==> config.mk <==
export PLATFORM = sky130hd
export DESIGN_NAME = uart_tx
export DESIGN_NICKNAME = d
export VERILOG_FILES = /design/src/rtl/uart_tx.sv
export SDC_FILE = /design/constraint.sdc
export NUM_CORES = 1
export LEC_CHECK = 0
export BUFFER_PORTS_ARGS = -buffer_cell sky130_fd_sc_hd__buf_2
export CELL_PAD_IN_SITES_DETAIL_PLACEMENT = 1
export CELL_PAD_IN_SITES_GLOBAL_PLACEMENT = 1
export CORE_MARGIN = 10
export CORE_UTILIZATION = 44
export DETAILED_ROUTE_END_ITERATION = 12
export PLACE_DENSITY = 0.84
export SETUP_SLACK_MARGIN = 0.4
export SLEW_MARGIN = 20
export SYNTH_ARGS = -nofsm -noshare
export SYNTH_HDL_FRONTEND = slang
export SYNTH_SLANG_ARGS = --single-unit
==> constraint.sdc <==
create_clock -name clk_i -period 3 [get_ports clk_i]
set_input_delay 0.3 -clock clk_i [delete_from_list [all_inputs] [get_ports clk_i]]
set_output_delay 0.3 -clock clk_i [all_outputs]
set_load 0.02 [all_outputs]
==> src/rtl/uart_tx.sv <==
// uart_tx: 8N1 byte-serial transmitter, LSB first, line idles high, valid/ready byte input.
module uart_tx #(
  parameter int CLK_FREQ_MHZ = 100,
  parameter int BAUD_RATE    = 1000000
) (
  input  logic       clk_i,
  input  logic       rst_i,
  output logic       txd_o,
  input  logic       wvalid_i,
  output logic       wready_o,
  input  logic [7:0] wdata_i
);
  localparam int DIV_RAW = (CLK_FREQ_MHZ * 1_000_000) / BAUD_RATE;
  localparam int DIV     = DIV_RAW < 1 ? 1 : DIV_RAW;
  localparam int CW      = DIV > 1 ? $clog2(DIV) : 1;
  typedef enum logic {IDLE, BUSY} state_t;
  state_t state, state_n;
  logic [CW-1:0] baud, baud_n;
  logic [3:0] bit_idx, bit_n;
  logic [9:0] shift, shift_n;
  logic txd_n, last_baud;
  assign last_baud = baud == CW'(DIV - 1);
  assign wready_o  = state == IDLE;
  always_comb begin
    state_n = state;
    baud_n  = baud;
    bit_n   = bit_idx;
    shift_n = shift;
    txd_n   = txd_o;
    if (state == IDLE) begin
      if (wvalid_i) begin
        state_n = BUSY;
        shift_n = {1'b1, wdata_i, 1'b0};
        baud_n  = '0;
        bit_n   = '0;
        txd_n   = 1'b0;
      end
    end else if (!last_baud) begin
      baud_n = baud + 1'b1;
    end else begin
      baud_n = '0;
      // shift[1] is the next frame bit; the stop bit is already on the line when bit_idx hits 9
      if (bit_idx == 4'd9) begin
        state_n = IDLE;
        txd_n   = 1'b1;
      end else begin
        bit_n   = bit_idx + 1'b1;
        shift_n = shift >> 1;
        txd_n   = shift[1];
      end
    end
  end
  always_ff @(posedge clk_i) begin
    if (rst_i) begin
      state   <= IDLE;
      baud    <= '0;
      bit_idx <= '0;
      shift   <= '0;
      txd_o   <= 1'b1;
    end else begin
      state   <= state_n;
      baud    <= baud_n;
      bit_idx <= bit_n;
      shift   <= shift_n;
      txd_o   <= txd_n;
    end
  end
endmodule

==> results_tabular.tex <==
\begin{tabular}{lr}
\hline
Metric & Value \\
\hline
\multicolumn{2}{l}{\textbf{Run status}} \\
\quad Status & completed \\
\multicolumn{2}{l}{\textbf{Cells and area}} \\
\quad Post-synthesis to final-layout area growth & 6.78\% \\
\quad Total number of nets in the final design & roughly 150 \\
\quad Share of cells above drive strength 1 & 14.9\% \\
\quad Most common cell after layout, fill and taps aside & sky130\_fd\_sc\_hd\_\_dfxtp\_1 \\
\quad Final standard cell count with taps included and fillers excluded & roughly 160 \\
\quad Commonest cells after routing, fill and taps aside & sky130\_fd\_sc\_hd\_\_dfxtp\_1, sky130\_fd\_sc\_hd\_\_buf\_2, sky130\_fd\_sc\_hd\_\_mux2i\_1, sky130\_fd\_sc\_hd\_\_o31ai\_1, sky130\_fd\_sc\_hd\_\_nand3b\_1 \\
\quad Number of antenna diodes & 0 \\
\quad Filler Cells Inserted & roughly 320 \\
\multicolumn{2}{l}{\textbf{Logic synthesis}} \\
\quad Dominant synthesized flop cell & sky130\_fd\_sc\_hd\_\_dfxtp\_1 \\
\quad Share of synthesized area occupied by flip-flops and latches & between 30 and 40\% \\
\quad Netlist area before placement & roughly 0.0011 mm\^{}2 \\
\quad Mean instance size in the synthesized netlist & roughly 9 um\^{}2 \\
\quad Number of warning messages in the yosys log & 0 \\
\quad Fraction of synthesis flops using an asynchronous set or reset pin & 0\% \\
\quad Count of state elements after synthesis & 22 \\
\quad Count of flip-flops with a built-in enable after synthesis & 0 \\
\quad Nets in the synthesized netlist & 139 \\
\quad Cells after Synth & roughly 130 \\
\quad Number of distinct library cells after synthesis & 29 \\
\multicolumn{2}{l}{\textbf{Clocking}} \\
\quad Post-CTS setup buffers & 0 \\
\quad CTS tree & built \\
\quad Root buffer cell & sky130\_fd\_sc\_hd\_\_clkbuf\_4 \\
\quad Number of gates resized after CTS & 0 \\
\quad H-tree depth & 1 \\
\quad Quantity of hold-fixing buffers added after cts & 0 \\
\quad Clk sink count & 22 \\
\quad Clock insertion delay at the later pin of the skew report & 0.30 ns \\
\quad Clock transition at the registers of the reported paths & 0.12 ns \\
\quad Clock Path Buffers & 2 \\
\quad Number of clock buffers inserted by TritonCTS & 3 \\
\multicolumn{2}{l}{\textbf{STA}} \\
\quad Max-slew violation total from the final report & 0 \\
\quad Final setup violation count & 0 \\
\quad RSZ-0062 raised after global routing & false \\
\quad Setup TNS after final layout & 0 ns \\
\quad Layout Skew & 0.00274 ns \\
\quad Worst slew margin relative to its limit & $\sim$52\% \\
\quad Least setup slack across all paths after layout & 0.958 ns \\
\quad Shortest clock period the worst path allows after layout & $\sim$2.0 ns \\
\quad WHS & 0.322 ns \\
\quad Transition at the pin with the smallest max-transition slack & 0.716 ns \\
\quad Max frequency & 490 MHz \\
\quad Final Hold Viols & 0 \\
\quad Final worst path period share & about 68\% \\
\multicolumn{2}{l}{\textbf{Route}} \\
\quad DRC viols & 0 \\
\quad Avg Vias per Cell & approximately 5.7 \\
\quad Total Wirelength & about 2700 um \\
\quad Average wire length per cell after detail routing & 16.5 um \\
\quad Initial drt markers & between 40 and 50 \\
\quad Vias & $\sim$940 \\
\quad Antenna-violating nets left & 0 \\
\quad Detailed-routing iteration count for the pre-antenna-repair pass & 4 \\
\multicolumn{2}{l}{\textbf{Placed design}} \\
\quad Cell total after placement & 160 \\
\quad Routability-driven placement congestion ratio & about 0.8 \\
\quad Total of buffers placed on input and output ports & 12 \\
\quad Worst setup slack before clock tree synthesis & between 1 and 1.5 ns \\
\quad Half-perimeter wire length of the detailed placement result & between 1500 and 2000 um \\
\multicolumn{2}{l}{\textbf{Worst setup path}} \\
\quad Worst Path Required & around 3.2 ns \\
\quad Crit Path Category & register to register \\
\quad Launching element type of the critical path & register \\
\quad Endpoint arrival time on the critical path & approximately 2.3 ns \\
\quad Nature of the critical path endpoint & register \\
\quad Largest fanout of any net on the critical path & 17 \\
\multicolumn{2}{l}{\textbf{GRT}} \\
\quad Largest net degree at the start of global routing & 31 \\
\quad Wire length of the first global-routing pass & around 4700 um \\
\quad Vias in the first global route & just under 1,000 \\
\quad Remaining global-route overflow & 0 \\
\quad Initial antenna violation count & 0 \\
\quad Total global-route track usage & between 10\% and 20\% \\
\multicolumn{2}{l}{\textbf{Floorplanning}} \\
\quad Die footprint & just over 0.005 mm\^{}2 \\
\quad Number of top-level pins & 13 \\
\quad Horizontal die dimension & $\sim$71 um \\
\quad Cell Rows & 18 \\
\quad Overall die height & 71.0 um \\
\quad Core outline area & about 0.0025 mm\^{}2 \\
\quad Effective utilization at floorplan & between 40\% and 50\% \\
\multicolumn{2}{l}{\textbf{Power}} \\
\quad Power per cell area & 442 mW/mm\^{}2 \\
\quad Worst ir drop on vdd & between 0.2 and 0.25 mV \\
\quad Standby leakage power & 0.000449 uW \\
\multicolumn{2}{l}{\textbf{Run}} \\
\quad Number of max-cap violations & 0 \\
\multicolumn{2}{l}{\textbf{Min path}} \\
\quad Classification of the worst-slack hold path & input pin to register \\
\hline
\end{tabular}
-- synth_stat cells, types with 2 or more instances --
cell type / number / share of area, %
sky130_fd_sc_hd__a31oi_1: 4 / 2.2
sky130_fd_sc_hd__mux2i_1: 10 / 8.7
sky130_fd_sc_hd__nor3_1: 4 / 1.7
sky130_fd_sc_hd__nand4_1: 2 / 1.1
sky130_fd_sc_hd__dfxtp_1: 22 / 38
sky130_fd_sc_hd__nand2_1: 8 / 2.6
sky130_fd_sc_hd__or2_2: 2 / 1.1
sky130_fd_sc_hd__o21ai_0: 3 / 1.3
sky130_fd_sc_hd__nand3_1: 6 / 2.6
sky130_fd_sc_hd__nor2_1: 7 / 2.3
sky130_fd_sc_hd__nor2b_1: 3 / 1.6
sky130_fd_sc_hd__or3_1: 2 / 1.1
sky130_fd_sc_hd__buf_2: 3 / 1.3
sky130_fd_sc_hd__a21o_1: 2 / 1.3
sky130_fd_sc_hd__o31ai_1: 10 / 6.6
sky130_fd_sc_hd__buf_6: 4 / 3.9
sky130_fd_sc_hd__nand3b_1: 9 / 5.9
sky130_fd_sc_hd__inv_1: 4 / 1.3
sky130_fd_sc_hd__ha_1: 3 / 3.3
sky130_fd_sc_hd__a21oi_1: 7 / 3.1
sky130_fd_sc_hd__nand2b_1: 2 / 1.1
-- metal layers --
layer	GRT usage [%]	part of all wire, %	vias up
met1	14.0	48	443
li1	-	-	476
met2	17.7	48	11
met4	3.87	1.3	0
met5	0	0	-
met3	2.37	2.2	5
-- logic make-up after synthesis --
kind of cell	Yosys count	share of synthesized area, %
buf+inv	12	6.88
compound gates	30	19.1
flops	22	38.5
simple gates	48	23.5
mux	10	8.74
fa+ha+maj	3	3.28
-- report_power, final --
| part | switching (uW) | internal [uW] |
|---|---|---|
| clock network | 89.9 | 74.0 |
| logic | 36.9 | 26.9 |
| registers | 9.37 | 303 |
| total | 136 | 404 |
-- final cells by class --
| cell class | instances | area, um^2 | share of cell area (%) |
|---|---|---|---|
| clock buffer | 4 | 36.3 | 2.97 |
| inverter | 4 | 15.0 | 1.23 |
| multi-input combinational | 91 | 626 | 51.2 |
| sequential | 22 | 440 | 36.0 |
| tap | 30 | 37.5 | 3.07 |
| timing repair buffer | 13 | 67.6 | 5.53 |
-- worst paths after layout --
check	from	depth (start not counted)	slack (ns)	to
min	wdata_i[2]	3	0.32	shift[3]$_SDFFE_PP0P_
max	baud[0]$_SDFFE_PP0P_	4	0.96	shift[1]$_SDFFE_PP0P_
max reg2reg	baud[0]$_SDFFE_PP0P_	4	0.96	shift[1]$_SDFFE_PP0P_
min reg2reg	shift[9]$_SDFFE_PP0P_	2	0.48	shift[9]$_SDFFE_PP0P_
-- per-stage QoR --
stage | instance area [um^2] | total power [uW] | utilization [%]
6_report | 1220 | 540 | 49.3
4_1_cts | 1220 | 545 | 49.3
5_1_grt | 1220 | 566 | 49.3
3_5_place_dp | 1190 | 383 | 47.9
3_3_place_gp | 1190 | 378 | 47.9
2_1_floorplan | 1140 | 366 | -
-- flip-flops by register name, summed over array words and instances, names as in the netlist --
register / flops
bit_idx: 4
state: 1
txd_o: 1
shift: 9
baud: 7
-- worst max-delay path: stages, from the launching register on --
cell and delay (ns):
sky130_fd_sc_hd__dfxtp_1 0.40, sky130_fd_sc_hd__ha_1 0.22, sky130_fd_sc_hd__nor2b_1 0.60, sky130_fd_sc_hd__a41oi_4 0.39, sky130_fd_sc_hd__o31ai_1 0.35
No activity file was read; power rests on OpenSTA's default activity.
